$ cat src/rtl/viterbi_link_ctrl.sv
// Frame sequencer and channel-error scheduler for the Viterbi encoder/decoder link.
// Define VITERBI_CTRL_INJECT_EN to build the periodic channel bit-flip injector.
module viterbi_link_ctrl #(
  parameter int FRAME_BITS  = 32,
  parameter int TAIL_BITS   = 8,
  parameter int ENC_LATENCY = 1,
  parameter int DEC_LATENCY = 16
) (
  input  logic                  clk,
  input  logic                  rst,
  input  logic                  start_i,
  input  logic [FRAME_BITS-1:0] frame_i,
  input  logic [3:0]            err_period_i,
  input  logic                  decoded_bit_i,
  output logic                  encoder_bit_o,
  output logic                  encoder_en_o,
  output logic [1:0]            inject_o,
  output logic                  busy_o,
  output logic                  done_o,
  output logic [7:0]            err_count_o,
  output logic [7:0]            inj_count_o
);

  localparam logic [2:0] IDLE  = 3'd0;
  localparam logic [2:0] SEND  = 3'd1;
  localparam logic [2:0] FLUSH = 3'd2;
  localparam logic [2:0] DRAIN = 3'd3;
  localparam logic [2:0] DONE  = 3'd4;

  localparam int CNT_W = $clog2(FRAME_BITS + TAIL_BITS + 1);
  localparam logic [CNT_W-1:0] LAST_PAY  = CNT_W'(FRAME_BITS - 1);
  localparam logic [CNT_W-1:0] LAST_TAIL = CNT_W'(TAIL_BITS - 1);

  logic [2:0]             state;
  logic [2:0]             next_state;
  logic [CNT_W-1:0]       bit_cnt;
  logic [CNT_W-1:0]       cmp_idx;
  logic [FRAME_BITS-1:0]  shift_reg;
  logic [FRAME_BITS-1:0]  cmp_reg;
  logic [DEC_LATENCY-1:0] pay_pipe;
  logic                   cmp_done;
  logic                   accept;
  logic                   cmp_strobe;
  logic                   last_cmp;
  logic                   all_cmp;

  assign accept        = (state == IDLE) && start_i;
  // A payload mark emerges from the pipe in the cycle its decoded bit is due.
  assign cmp_strobe    = pay_pipe[DEC_LATENCY-1];
  assign last_cmp      = cmp_strobe && (cmp_idx == LAST_PAY);
  assign all_cmp       = cmp_done || last_cmp;
  assign encoder_bit_o = shift_reg[FRAME_BITS-1];

  // Next-state decode for the frame sequencer.
  always_comb begin
    next_state = state;
    case (state)
      IDLE:    next_state = start_i ? SEND : IDLE;
      SEND:    next_state = (bit_cnt == LAST_PAY) ? FLUSH : SEND;
      FLUSH: begin
        if (bit_cnt == LAST_TAIL) begin
          next_state = all_cmp ? DONE : DRAIN;
        end else begin
          next_state = FLUSH;
        end
      end
      DRAIN:   next_state = all_cmp ? DONE : DRAIN;
      DONE:    next_state = IDLE;
      default: next_state = IDLE;
    endcase
  end

  // Sequencer state, serialiser, compare engine and registered status outputs.
  always_ff @(posedge clk) begin
    if (!rst) begin
      state        <= IDLE;
      bit_cnt      <= '0;
      cmp_idx      <= '0;
      shift_reg    <= '0;
      cmp_reg      <= '0;
      pay_pipe     <= '0;
      cmp_done     <= 1'b0;
      encoder_en_o <= 1'b0;
      busy_o       <= 1'b0;
      done_o       <= 1'b0;
      err_count_o  <= 8'h00;
    end else begin
      state        <= next_state;
      encoder_en_o <= (next_state == SEND) || (next_state == FLUSH);
      busy_o       <= (next_state == SEND) || (next_state == FLUSH) || (next_state == DRAIN);
      done_o       <= (next_state == DONE);
      pay_pipe     <= (pay_pipe << 1) | DEC_LATENCY'(state == SEND);

      if (state != next_state) begin
        bit_cnt <= '0;
      end else if (encoder_en_o) begin
        bit_cnt <= bit_cnt + CNT_W'(1);
      end

      if (accept) begin
        shift_reg <= frame_i;
      end else if (state == SEND) begin
        shift_reg <= {shift_reg[FRAME_BITS-2:0], 1'b0};
      end

      if (accept) begin
        cmp_reg     <= frame_i;
        cmp_idx     <= '0;
        cmp_done    <= 1'b0;
        err_count_o <= 8'h00;
      end else if (cmp_strobe) begin
        cmp_reg <= {cmp_reg[FRAME_BITS-2:0], 1'b0};
        cmp_idx <= cmp_idx + CNT_W'(1);
        if (last_cmp) begin
          cmp_done <= 1'b1;
        end
        if ((decoded_bit_i != cmp_reg[FRAME_BITS-1]) && (err_count_o != 8'hFF)) begin
          err_count_o <= err_count_o + 8'd1;
        end
      end
    end
  end

`ifdef VITERBI_CTRL_INJECT_EN
  logic [3:0]             period;
  logic [3:0]             sym_cnt;
  logic [ENC_LATENCY-1:0] inj_pipe;
  logic                   mark;

  assign mark     = encoder_en_o && (period != 4'd0) && (sym_cnt == period - 4'd1);
  assign inject_o = {2{inj_pipe[ENC_LATENCY-1]}};

  // Symbol counter, injection delay line and injected-symbol count.
  always_ff @(posedge clk) begin
    if (!rst) begin
      period      <= 4'd0;
      sym_cnt     <= 4'd0;
      inj_pipe    <= '0;
      inj_count_o <= 8'h00;
    end else begin
      inj_pipe <= (inj_pipe << 1) | ENC_LATENCY'(mark);
      if (accept) begin
        period      <= err_period_i;
        sym_cnt     <= 4'd0;
        inj_count_o <= 8'h00;
      end else if (encoder_en_o && (period != 4'd0)) begin
        sym_cnt <= mark ? 4'd0 : sym_cnt + 4'd1;
        if (mark && (inj_count_o != 8'hFF)) begin
          inj_count_o <= inj_count_o + 8'd1;
        end
      end
    end
  end
`else
  logic unused_period;
  assign unused_period = ^err_period_i;
  assign inject_o      = 2'b00;
  assign inj_count_o   = 8'h00;
`endif

endmodule

$ cat config.mk
export PLATFORM = sky130hd
export DESIGN_NAME = viterbi_link_ctrl
export DESIGN_NICKNAME = d
export VERILOG_FILES = /design/src/rtl/viterbi_link_ctrl.sv
export SDC_FILE = /design/constraint.sdc
export NUM_CORES = 1
export LEC_CHECK = 0
export BUFFER_PORTS_ARGS = -buffer_cell sky130_fd_sc_hd__buf_2
export CORE_ASPECT_RATIO = 0.6
export CORE_MARGIN = 2
export CORE_UTILIZATION = 51
export CTS_CLUSTER_DIAMETER = 150
export DETAILED_ROUTE_END_ITERATION = 6
export GPL_ROUTABILITY_DRIVEN = 0
export GPL_TIMING_DRIVEN = 0
export PLACE_DENSITY = 0.72
export SKIP_LAST_GASP = 1
export SLEW_MARGIN = 10
export SYNTH_ARGS = -nofsm -noshare
export SYNTH_HDL_FRONTEND = slang
export SYNTH_SLANG_ARGS = --single-unit
$ cat constraint.sdc
create_clock -name clk -period 1.9 [get_ports clk]
set_clock_uncertainty 0.15 [all_clocks]
set_input_delay 0.095 -clock clk [delete_from_list [all_inputs] [get_ports clk]]
set_output_delay 0.095 -clock clk [all_outputs]
set_load 0.02 [all_outputs]
-- Word level (Yosys, flattened, before mapping)
Cells that the tools add are included.
- add/subtract/negate cells: 3
- eq/ne operators: 13
- reductions and logical operators: 13
- mux-type cells: 9
- bitwise operators: 2
- operator list (operator ; count):
    two-way mux 32 bit ; 4
    OR 16 x 1 -> 16 bit ; 1
    adder 6 x 1 -> 6 bit, second input constant ; 2
    == test 3 x 2 -> 1 bit, second input constant ; 4
    == test 6 x 5 -> 1 bit, second input constant ; 2
    case mux 3 bit (4 select lines) ; 1
    adder 8 x 1 -> 8 bit, second input constant ; 1
    inequality test 8 bit, second input constant ; 1
    == test 3 x 1 -> 1 bit, second input constant ; 2
    == test 6 x 3 -> 1 bit, second input constant ; 1
    two-way mux 3 bit ; 2
    AND reduction 2 bit ; 2
    nonzero test 2 bit ; 2
    OR reduction 2 bit ; 2
    == test 3 bit, second input constant ; 1
    logical AND 1 bit ; 3
    zero test 3 bit ; 1
    logical OR 1 bit ; 3
    inequality test 3 bit ; 1
    two-way mux 2 bit ; 1
    two-way mux 1 bit ; 1
    inequality test 1 bit ; 1
    NOT 1 bit ; 1
- bits in registers: 107

-- Depth between registers and ports, before layout
- word-level depth: 9
- depth in mapped cells: 7

-- Worst setup path after synthesis
Ideal clock, no wire load.
- path kind: flip-flop to flip-flop
- from: register bit_cnt[0]
- to: register bit_cnt[1]
- stages on the path, launching flop included: 6
- buffers on the path: 0
- setup time: 0.142 ns
- period minus slack after synthesis: 1.764 ns
- setup slack: 0.136 ns
- arrival: 1.473 ns
- path through: dfxtp_1 > ha_1 > and3b_1 > a21oi_1 > o41ai_2 > a211oi_1
- longest elaborated chain between the ends: 5
- elaborated cells between the ends (all ways): 8
- those cells by class: add/sub (1); eq/ne (3); mux (3); reduce/logical (1)
- ends and longest elaborated chain (item ; RTL line ; text):
    start, declared ; 36 ; logic [CNT_W-1:0] bit_cnt;
    start signal, assigned ; 97 ; bit_cnt <= bit_cnt + CNT_W'(1);
    == test 6 x 3 -> 1 bit or == test 6 x 5 -> 1 bit (tied branches) ; 61, 59 ;
    two-way mux 3 bit or two-way mux 2 bit (tied branches) ; 61, 59 ;
    case mux 3 bit (4 select lines) ; 57 ; case (state)
    inequality test 3 bit ; 94 ; if (state != next_state) begin
    OR reduction 2 bit (no source line) ; -- ;
Several ways; a longest one is shown, not always the timed one.
A chain may end at the register's enable or synchronous reset.

-- Worst setup path after layout
Ends and elaborated chain as after synthesis.

==> flow_summary.toml <==
[status]
status = "finished, final reports clean"

[layout]
fin_cells = 710
final_cell_mix = "dfxtp_1 (107), nand2_1 (66), buf_2 (55), and2_1 (40), mux2i_1 (34)"
multi_input_comb_area_um2 = 2270
drive_above_1_share_pct = 18.4
layout_commonest_cell = "dfxtp_1"
nNetsFinal = 636
area_growth_pct = 24.1
final-seq-area_um2 = 2140
antenna_cells = 0
post-route-util_pct = 65.9
num-fill-cells = 711

[setup_path]
cp.required_ns = 2.00
cp_max_fo = 6
crit-reg2reg-launch = "bit_cnt[0]$_SDFFE_PP0P_"
worstReg2RegEnd = "bit_cnt[1]$_SDFFE_PP0P_"
cp-startpoint = "bit_cnt[0]$_SDFFE_PP0P_"
end_kind = "flip-flop"
crit_type = "flip-flop to flip-flop"
r2r_setup_slack_ns = 0.07
crit_path_start_kind = "flip-flop"
crit_end = "bit_cnt[1]$_SDFFE_PP0P_"
crit_arrival_ns = 1.93
r2r_cells = 5

[route]
viasPerCell = 5.39
wl_mm = 10.2
dr_total_vias = 3829
first_pass_iters = 4
drtIter0Drc = 251
wire_per_inst_um = 14.3
drc = 0
postRouteAntennaNets = 0

[timing]
period_share_pct = 96.2
tns_ns = 0
hold_viol = 0
clock.fmax_ghz = 0.547
rsz0062_at_grt = "yes"
setup_viol = 0
hold_slack_ns = 0.0948
tightest_slew_ns = 0.525
slew_violations = 0
fin_crit_ns = 1.83
slew-limit-headroom_pct = 65.0

[floorplan]
ios = 62
core_um2 = 8620
die_h_um = 77.4
dieArea_um2 = 9770
initial_core_util_pct = 53.1
core.rowCount = 26
fp.dieW_um = 126

[global_routing]
grt.overflow.total = 0
grt_pass1_vias = 3600
grt_max_degree = 17
track_usage_pct = 21.8
use_met2_pct = 32.2
use_met3_pct = 5.31
antenna_found_initial = 0
grt_pass1_wl_mm = 17.2
grt.busiest_layer = "met2"
grt_util_met1_pct = 31.4

[power_and_ir_drop]
max-vdd-ir-drop_mv = 0.533
power.density_nw_per_um2 = 828
leakage_nw = 2.51

[logic_synthesis]
syn_area_um2 = 4580
async_flop_share_pct = 0
yosysSeqAreaShare_pct = 46.8
ys_ff_latch = 107
synth_edf_count = 0
synth-main-ff-cell = "dfxtp_1"
synth_top_area_share_pct = 46.8
synthTopCellsByArea = "dfxtp_1 (47%), mux2i_1 (7.4%), o211a_1 (6.8%), and2_1 (5.5%), nand2_1 (5.4%)"
synth_largest_area_cell = "dfxtp_1"
ys_warn_count = 0
synthCells = 493
yosysUniqueCellTypes = 47
avgSynthCellArea_um2 = 9.28

[clock_network]
clockRootBuffer = "clkbuf_16"
worst_skew_pair.late_latency_ns = 0.34
clockBufferDepth = 2
cts_buffers = 9
clock_sinks = 107
htreeDepth = 3
cts_tree = "built"
path_clk_slew_ns = 0.06

[placement]
dpl.cell_count = 661
dp_hpwl_mm = 7.15
portBuffers = 47

[flow_run]
max_cap_violations = 0

[hold_path]
hold_class = "input port to flip-flop"
cell families (layout without fill, tap and decap cells):
logic type | after synthesis | count (layout) | share of synthesized area, %
AOI/OAI and AO/OA | 104 | 104 | 16.5
xor gates and xnor gates | 10 | 10 | 1.91
adders and majority gates | 3 | 3 | 0.820
buffers and inverters | 46 | 142 | 5.52
DFF | 107 | 107 | 46.8
muxes | 34 | 34 | 7.44
other | 1 | 10 | 0.0819
and+or+nand+nor | 188 | 188 | 20.9
report_power, final:
part           switching, mW  total [mW]  internal [mW]
registers             0.0625        2.42           2.35
clock network          0.784        1.73          0.951
logic                  0.287       0.553          0.266
total                   1.13        4.70           3.57
metal layers:
metal	routed length, µm	vias to the layer above	part of all wire [%]
met5	0	-	0
li1	-	1917	-
met4	136	0	1.3
met1	5150	1801	51
met3	522	14	5.1
met2	4370	97	43
layout make-up:
type / instances / area share [%]
multi-input cells: 349 / 40.0
flip-flops and latches: 107 / 37.7
repair buffers: 81 / 10.1
plain buffers: 43 / 4.69
clock buffers: 11 / 4.45
well taps: 112 / 2.47
clock inverters: 5 / 0.485
inverters: 2 / 0.132
cells in the mapped netlist, types with 3 or more instances:
cell type / n
mux2i_1: 34
or4_1: 3
nand3_1: 30
buf_4: 13
ha_1: 3
nand4_1: 5
o211a_1: 31
o21ai_0: 26
a211oi_1: 4
nand2_1: 66
xor2_1: 8
buf_2: 13
nor2_1: 18
nor3b_1: 6
a21oi_1: 16
a221oi_1: 6
clkbuf_1: 14
o21ai_1: 7
nor3_1: 3
and2_1: 40
or3_1: 4
o31ai_1: 4
dfxtp_1: 107
worst max-delay path, cell delays in order (launching register included):
cell,delay [ns]
dfxtp_1,0.33
ha_1,0.23
and3b_1,0.24
a41oi_1,0.41
o21ai_4,0.15
a211oi_1,0.23
through the flow:
stage          setup WS (ns)  area [µm²]  total power, mW
2_1_floorplan          0.136        4610             2.80
3_3_place_gp          -0.101        4990             2.92
3_5_place_dp          -0.139        4990             2.95
4_1_cts               0.0192        5630             4.73
5_1_grt             -0.00503        5680             4.93
6_report              0.0721        5680             4.70
worst min-delay path by stage:
stage / start / to / cells after the start
final: start_i / bit_cnt[0]$_SDFFE_PP0P_ / 4
after global placement: frame_i[29] / cmp_reg[29]$_SDFFE_PN0P_ / 2
after detailed placement: frame_i[29] / cmp_reg[29]$_SDFFE_PN0P_ / 2
after CTS: start_i / bit_cnt[0]$_SDFFE_PP0P_ / 4
after floorplan: rst / state[1]$_SDFF_PN0_ / 2
after global routing: start_i / bit_cnt[0]$_SDFFE_PP0P_ / 4
what timing repair did:
item	in CTS	in global routing
hold buffers	33	0
buffers inserted	0	1
hold endpoints to repair	65	0
endpoints found under the setup margin	8	39
gates resized for setup	6	20
pin swaps	0	4
No activity file was read; power rests on OpenSTA's default activity.
